--- config.mk ---
export PLATFORM = sky130hd
export DESIGN_NAME = serial_adder
export DESIGN_NICKNAME = d
export VERILOG_FILES = /design/src/rtl/serial_adder_pkg.sv /design/src/rtl/digit_adder.sv /design/src/rtl/serial_adder.sv
export SDC_FILE = /design/constraint.sdc
export NUM_CORES = 1
export LEC_CHECK = 0
export CAP_MARGIN = 10
export CORE_AREA = 3 3 90 135
export CTS_BUF_LIST = sky130_fd_sc_hd__clkbuf_16
export DETAILED_ROUTE_END_ITERATION = 8
export DIE_AREA = 0 0 93 138
export PLACE_DENSITY_LB_ADDON = 0.3
export SLEW_MARGIN = 10
export SYNTH_ARGS = -nofsm -noshare
export SYNTH_HDL_FRONTEND = slang
export SYNTH_HIERARCHICAL = 1
export SYNTH_SLANG_ARGS = --single-unit
--- constraint.sdc ---
create_clock -name clk -period 6.6 [get_ports clk]
set_input_delay 1.98 -clock clk [delete_from_list [all_inputs] [get_ports clk]]
set_output_delay 1.98 -clock clk [all_outputs]
set_load 0.03 [all_outputs]
--- src/rtl/serial_adder_pkg.sv ---
// Shared state encoding and parameter legality check for the digit-serial adder.
package serial_adder_pkg;

    localparam logic [1:0] ST_IDLE = 2'd0;
    localparam logic [1:0] ST_RUN  = 2'd1;
    localparam logic [1:0] ST_DONE = 2'd2;

    function automatic bit params_legal(input int width, input int digit);
        return (digit >= 1) && (width >= 2) && ((width % digit) == 0);
    endfunction

endpackage

--- src/rtl/digit_adder.sv ---
// Combinational DIGIT-bit adder with carry in/out; one slice of the serial sum.
module digit_adder #(
    parameter int DIGIT = 4
) (
    input  logic [DIGIT-1:0] a,
    input  logic [DIGIT-1:0] b,
    input  logic             ci,
    output logic [DIGIT-1:0] s,
    output logic             co
);

    assign {co, s} = {1'b0, a} + {1'b0, b} + {{DIGIT{1'b0}}, ci};

endmodule

--- src/rtl/serial_adder.sv ---
// Multi-cycle conditional adder: z = add_en ? m + n + cin : m, DIGIT bits per clock, LSD first.
// Add takes N cycles to done, bypass goes straight to DONE; start is ignored while busy.
module serial_adder
    import serial_adder_pkg::*;
#(
    parameter int WIDTH = 16,
    parameter int DIGIT = 4
) (
    input  logic             clk,
    input  logic             rst,
    input  logic             start,
    input  logic [WIDTH-1:0] m,
    input  logic [WIDTH-1:0] n,
    input  logic             add_en,
    input  logic             cin,
    output logic             ready,
    output logic             done,
    output logic [WIDTH-1:0] z,
    output logic             cout,
    output logic             ovf
);

    localparam int N  = WIDTH / DIGIT;
    localparam int CW = (N > 1) ? $clog2(N) : 1;
    localparam logic [CW-1:0] LAST_IDX = CW'(N - 1);

    generate
        if (!params_legal(WIDTH, DIGIT)) begin : g_bad_params
            $error("serial_adder: WIDTH must be >= 2 and a multiple of DIGIT");
        end
    endgenerate

    logic [1:0]       state_q, state_d;
    logic [CW-1:0]    idx_q, idx_d;
    logic             carry_q, carry_d;
    logic [WIDTH-1:0] m_q, m_d, n_q, n_d;
    logic [WIDTH-1:0] work_q, work_d;
    logic [WIDTH-1:0] z_q, z_d;
    logic             cout_q, cout_d;
    logic             ovf_q, ovf_d;
    logic             accept;
    logic [DIGIT-1:0] dig_s;
    logic             dig_co;

    digit_adder #(.DIGIT(DIGIT)) u_digit (
        .a  (m_q[idx_q*DIGIT +: DIGIT]),
        .b  (n_q[idx_q*DIGIT +: DIGIT]),
        .ci (carry_q),
        .s  (dig_s),
        .co (dig_co)
    );

    assign accept = start && (state_q != ST_RUN);

    always_comb begin
        state_d = state_q;
        idx_d   = idx_q;
        carry_d = carry_q;
        m_d     = m_q;
        n_d     = n_q;
        work_d  = work_q;
        z_d     = z_q;
        cout_d  = cout_q;
        ovf_d   = ovf_q;
        case (state_q)
            ST_RUN: begin
                work_d[idx_q*DIGIT +: DIGIT] = dig_s;
                carry_d = dig_co;
                idx_d   = idx_q + 1'b1;
                if (idx_q == LAST_IDX) begin
                    // Result only becomes visible here, so z never shows partial sums.
                    state_d = ST_DONE;
                    z_d     = work_d;
                    cout_d  = dig_co;
                    ovf_d   = (m_q[WIDTH-1] == n_q[WIDTH-1]) &&
                              (dig_s[DIGIT-1] != m_q[WIDTH-1]);
                end
            end
            default: begin
                if (accept) begin
                    m_d     = m;
                    n_d     = n;
                    idx_d   = '0;
                    carry_d = cin;
                    if (add_en) begin
                        state_d = ST_RUN;
                    end else begin
                        state_d = ST_DONE;
                        z_d     = m;
                        cout_d  = 1'b0;
                        ovf_d   = 1'b0;
                    end
                end else begin
                    state_d = ST_IDLE;
                end
            end
        endcase
    end

    always_ff @(posedge clk) begin
        if (rst) begin
            state_q <= ST_IDLE;
            idx_q   <= '0;
            carry_q <= 1'b0;
            m_q     <= '0;
            n_q     <= '0;
            work_q  <= '0;
            z_q     <= '0;
            cout_q  <= 1'b0;
            ovf_q   <= 1'b0;
        end else begin
            state_q <= state_d;
            idx_q   <= idx_d;
            carry_q <= carry_d;
            m_q     <= m_d;
            n_q     <= n_d;
            work_q  <= work_d;
            z_q     <= z_d;
            cout_q  <= cout_d;
            ovf_q   <= ovf_d;
        end
    end

    assign ready = (state_q != ST_RUN);
    assign done  = (state_q == ST_DONE);
    assign z     = z_q;
    assign cout  = cout_q;
    assign ovf   = ovf_q;

endmodule

; ---- Yosys cells after proc, flatten, opt, wreduce, memory -nomap -nowiden
; Cells that the tools add are included.
[word_totals]
output_inout_bits = 20
inputBits = 37
elab_cells = 50
ff_bits = 71
[op_classes]
eq_ne = 8
bitwise_logic = 1
mux = 19
n_shift = 4
addsub = 4
n_reduce_logical = 5
[ops]
columns = cell, n
row1 = 16-bit two-way mux, 4
row2 = 4-bit negator with 34-bit output, 1
row3 = "4-bit by 34-bit variable shift with 16-bit output, first input constant", 1
row4 = 4-bit by 34-bit indexed part select with 16-bit output, 1
row5 = 16-bit by 5-bit indexed part select with 4-bit output, 2
row6 = 16-bit bitwise mux, 1
row7 = 2-bit two-way mux, 6
row8 = 1-bit two-way mux, 8
row9 = 4-bit by 4-bit adder with 5-bit output, 1
row10 = 5-bit by 1-bit adder with 5-bit output, 1
row11 = "2-bit == test, second input constant", 2
row12 = "2-bit by 1-bit inequality test with 1-bit output, second input constant", 2
row13 = 3-bit AND reduction, 1
row14 = "2-bit by 1-bit adder with 2-bit output, second input constant", 1
row15 = "2-bit by 1-bit == test with 1-bit output, second input constant", 1
row16 = 1-bit logical AND, 2
row17 = "2-bit inequality test, second input constant", 1
row18 = 2-bit AND reduction, 1
row19 = 2-bit nonzero test, 1
row20 = 1-bit == test, 1
row21 = 1-bit inequality test, 1
row22 = 1-bit inverter, 1

; ---- Logic depth before layout (Yosys ltp)
[logic_depth]
depth_word = 7
depth_mapped = 10
mapped_depth_nobuf = 9

; ---- Modules after synthesis
; The synthesis kept the hierarchy.
[modules_own_cells]
columns = mod, seq_area_each_um2, area_each_um2, n_inst, cells_per_inst
row1 = serial_adder, 1421.4, 3141.8, 1, 359
row2 = digit_adder, 0.0, 143.9, 1, 16

; ---- Least setup slack after synthesis
; OpenSTA, ideal clock, no wires.
[synth_timing]
path_kind = register to register
startpoint = register idx_q[0]
endpoint = register z_q[14], in the netlist z[14]
arrival_ps = 3148
period_less_slack_ps = 3215
path_slack_ps = 3385
setup_time_ps = 67
path_stages_with_launch = 11
path_buffers = 2
t_required_ps = 6533
cell_sequence = dfxtp_1 > buf_2 > mux4_2 > fa_1 > inv_1 > fa_1 > xnor2_1 > clkbuf_1 > or4b_1 > a211o_1 > a21oi_2
[synth_via]
elab_chain_len = 7
word_cells_on_any_way = 13
cone_classes = 3 x add/sub / 2 x eq/ne / 4 x shift / 3 x mux / 1 x reduce/logical
[synth_rtl]
columns = item, line_no
row1 = from (decl), serial_adder.sv:34  ; logic [CW-1:0] idx_q, idx_d;
row2 = from (signal assigned), serial_adder.sv:113  ; idx_q <= idx_d;
row3 = "16-bit by 5-bit indexed part select with 4-bit output, on equally long branches", "serial_adder.sv:46, serial_adder.sv:47"
row4 = 4-bit by 4-bit adder with 5-bit output (*), digit_adder.sv:12  ; assign {co, s} = {1'b0, a} + {1'b0, b} + {{DIGIT{1'b0}}, ci};
row5 = 5-bit by 1-bit adder with 5-bit output (*), digit_adder.sv:12
row6 = named net dig_s[2], serial_adder.sv:42  ; logic [DIGIT-1:0] dig_s;
row7 = 4-bit by 34-bit indexed part select with 16-bit output (*), serial_adder.sv:67  ; work_d[idx_q*DIGIT +: DIGIT] = dig_s;
row8 = 16-bit bitwise mux (*), serial_adder.sv:67
row9 = 16-bit two-way mux (*), serial_adder.sv:70  ; if (idx_q == LAST_IDX) begin
row10 = 16-bit two-way mux (*), serial_adder.sv:65  ; case (state_q)
row11 = to (signal assigned), serial_adder.sv:118  ; z_q <= z_d;
row12 = to (decl), serial_adder.sv:38  ; logic [WIDTH-1:0] z_q, z_d;
; Mark *: on every way through the listed nets, which the timed path passes. The rest lies on a longest branch. The select of a mux whose other input is x is not followed.
; A chain may end at the register's enable or synchronous reset.

; ---- Final worst setup path
[layout_timing]
startpoint = register state_q[0]
endpoint = output ready
[layout_via]
elab_chain_len = 1
[layout_rtl]
columns = item, line_no
row1 = from (decl), serial_adder.sv:33  ; logic [1:0] state_q, state_d;
row2 = from (signal assigned), serial_adder.sv:112  ; state_q <= state_d;
row3 = 2-bit by 1-bit inequality test with 1-bit output, serial_adder.sv:124  ; assign ready = (state_q != ST_RUN);
row4 = to (decl), serial_adder.sv:16  ; output logic ready,
; No other way between the ends.

==> results.cfg <==
[cts]
cts-root-buf = clkbuf_16
hold_buffers = 0
clkLatencyLatePin_ns = 0.34
cts-resized-gates = 0
cts.sinks = 71
cts_setup_buffers = 0
cts_tree = built
clkTransAtPathRegs_ns = 0.06
cts_buffers = 9
cts_htree_levels = 3
cts_buffer_depth = 2

[yosys]
synth_seq_cells = 71
ys_seq_area_share_pct = 43.3
synthCells = 375
synth.area.top_cells = dfxtp_1, nand2_1, a21oi_1, mux4_2, ha_1
synth_edf_count = 0
synth_area_leader_cell = dfxtp_1
synth_ff_type = dfxtp_1
synth_warnings = 6
synth_top_area_share_pct = 43.3
syn_area_per_cell_um2 = 8.76
synthDistinctLibCells = 46
syn_nets = 422
async_reset_ff_share_pct = 0
syn_area_um2 = 3290

[sta]
slew_headroom_pct = 30.6
skew_ns = 0.00904
slew_viol_final = 0
rsz0062_at_grt = false
setup_viol = 0
finalSetupTns_ns = 0
whs_ns = 0.451
min_period_over_period_pct = 64.7
period_minus_slack_ns = 4.27
max_freq_ghz = 0.234
hold_viol_final = 0
tightest_slew_ns = 1.04
layout_setup_ws_ns = 2.33

[setup_path]
worstPathMaxFanout = 37
cp_data_arrival_time_ns = 2.29
worst-setup-path-type = flop to primary output
worst_setup_path_start_kind = flop
crit_required_ns = 4.62
endpoint_kind = primary output

[drt]
post_drt_wl_per_cell_um = 15.8
wl_um = 9010
first_iter_violations = 187
via_per_inst = 5.01
dr.pass1.iters = 4
drcViolationCount = 0
ant_nets = 0
vias = 2859

[layout]
layout.nets = 466
fin_cells = 571
final_common_cell = nand2_1
drive_above_1_share_pct = 8.02
diodes = 0
area.growth.synth_to_final_pct = 28.8
final_area_um2 = 4230
final_cell_mix = nand2_1, dfxtp_1, clkdlybuf4s50_1

[worst_hold_path]
hp-class = flop to flop

[global_route]
antenna_found_initial = 0
grt_pass1_wl_um = 14800
first_global_vias = 2830
grtUsageTotal_pct = 14.9
grt_start_max_net_pins = 42
grt_overflow = 0

[floorplan]
dieArea_um2 = 12800
start_util_pct = 29.7
core-area_um2 = 11100
rows = 47
die-width_um = 93
ioPinCount = 57
die_h_um = 138

[flow_run]
cap_viol_max_count = 0

[placed_design]
dpl.hpwl_um = 6460
dp_slack_ns = 2.44
routabilityCongestion = 0.794
postPlaceCellArea_um2 = 3920
io_buffer_count = 56
post-place-cells = 555

[power_and_ir_drop]
powerDensity_nw_per_um2 = 272
vdd_ir_drop_max_mv = 0.150
p_leak_nw = 1.52

[status]
outcome = finished clean
metrics by stage:
| step | power [W] | util [%] |
|---|---|---|
| 6_report | 0.00115 | 38.3 |
| 3_5_place_dp | 0.000643 | 35.5 |
| 4_1_cts | 0.00116 | 38.3 |
| 5_1_grt | 0.00120 | 38.3 |
| 2_1_floorplan | 0.000577 | - |
| 3_3_place_gp | 0.000641 | 35.5 |
synthesized netlist by cell type, types with 2 or more instances:
master,n
a211o_1,2
a211oi_1,3
a21oi_1,48
a21oi_2,2
a221o_1,7
a221oi_1,4
a22oi_1,7
a31oi_1,2
a32o_1,8
a32oi_1,6
buf_2,5
buf_6,4
clkbuf_1,17
dfxtp_1,71
fa_1,2
ha_1,8
inv_1,14
mux4_2,8
nand2_1,80
nand2b_1,11
nand3_1,8
nand3b_1,2
nand4_1,2
nor2_1,22
nor2b_1,6
nor3b_1,4
o21ai_0,2
xnor2_1,2
power breakdown:
part	switching (W)	internal [W]	total, W
clock network	0.000189	0.000327	0.000517
registers	0.0000142	0.000450	0.000464
logic	0.0000978	0.0000711	0.000169
state kept, by name (all words and copies together) (netlist names):
signal,flops
carry_q,1
cout,1
idx_q,2
m_q,16
n_q,16
ovf,1
state_q,2
work_q,16
z,16
cells by family (layout without fill, tap and decap cells):
kind of cell | count (synthesis) | count (layout) | synth area share (%)
adders and majority gates | 10 | 10 | 4.27
muxes | 9 | 9 | 5.79
xor gates and xnor gates | 2 | 2 | 0.533
AOI/OAI and AO/OA | 97 | 97 | 20.1
DFF | 71 | 71 | 43.3
and+or+nand+nor | 144 | 144 | 20.2
buffers and inverters | 42 | 91 | 5.90
area by class of cell:
cell class / instances / area (µm²)
fill: 1175 / 6820
multi-input combinational: 262 / 1670
sequential: 71 / 1420
timing repair buffer: 60 / 586
clock buffer: 9 / 225
tap: 147 / 184
clock inverter: 7 / 87.6
inverter: 15 / 56.3
metal layers:
| layer | wire length, µm | GRT usage [%] |
|---|---|---|
| met5 | 0 | 0 |
| met4 | 352 | 7.26 |
| met3 | 319 | 3.53 |
| met2 | 4780 | 26.2 |
| met1 | 3560 | 16.5 |
critical path, stage by stage, from the launching register on:
cell and delay, ns:
dfxtp_1 0.31, nor2b_1 0.13, buf_4 0.22, inv_2 0.49, clkdlybuf4s50_1 0.80
worst paths after layout:
kind,cells past startpoint,slack (ns),from,to
worst max-delay path,4,2.33,state_q[0],ready
worst min-delay path,2,0.45,work_q[3],work_q[3]
worst max register to register,9,3.01,idx_q[0],z[14]
worst min register to register,2,0.45,work_q[3],work_q[3]
Power figures use the tool's default switching activity.
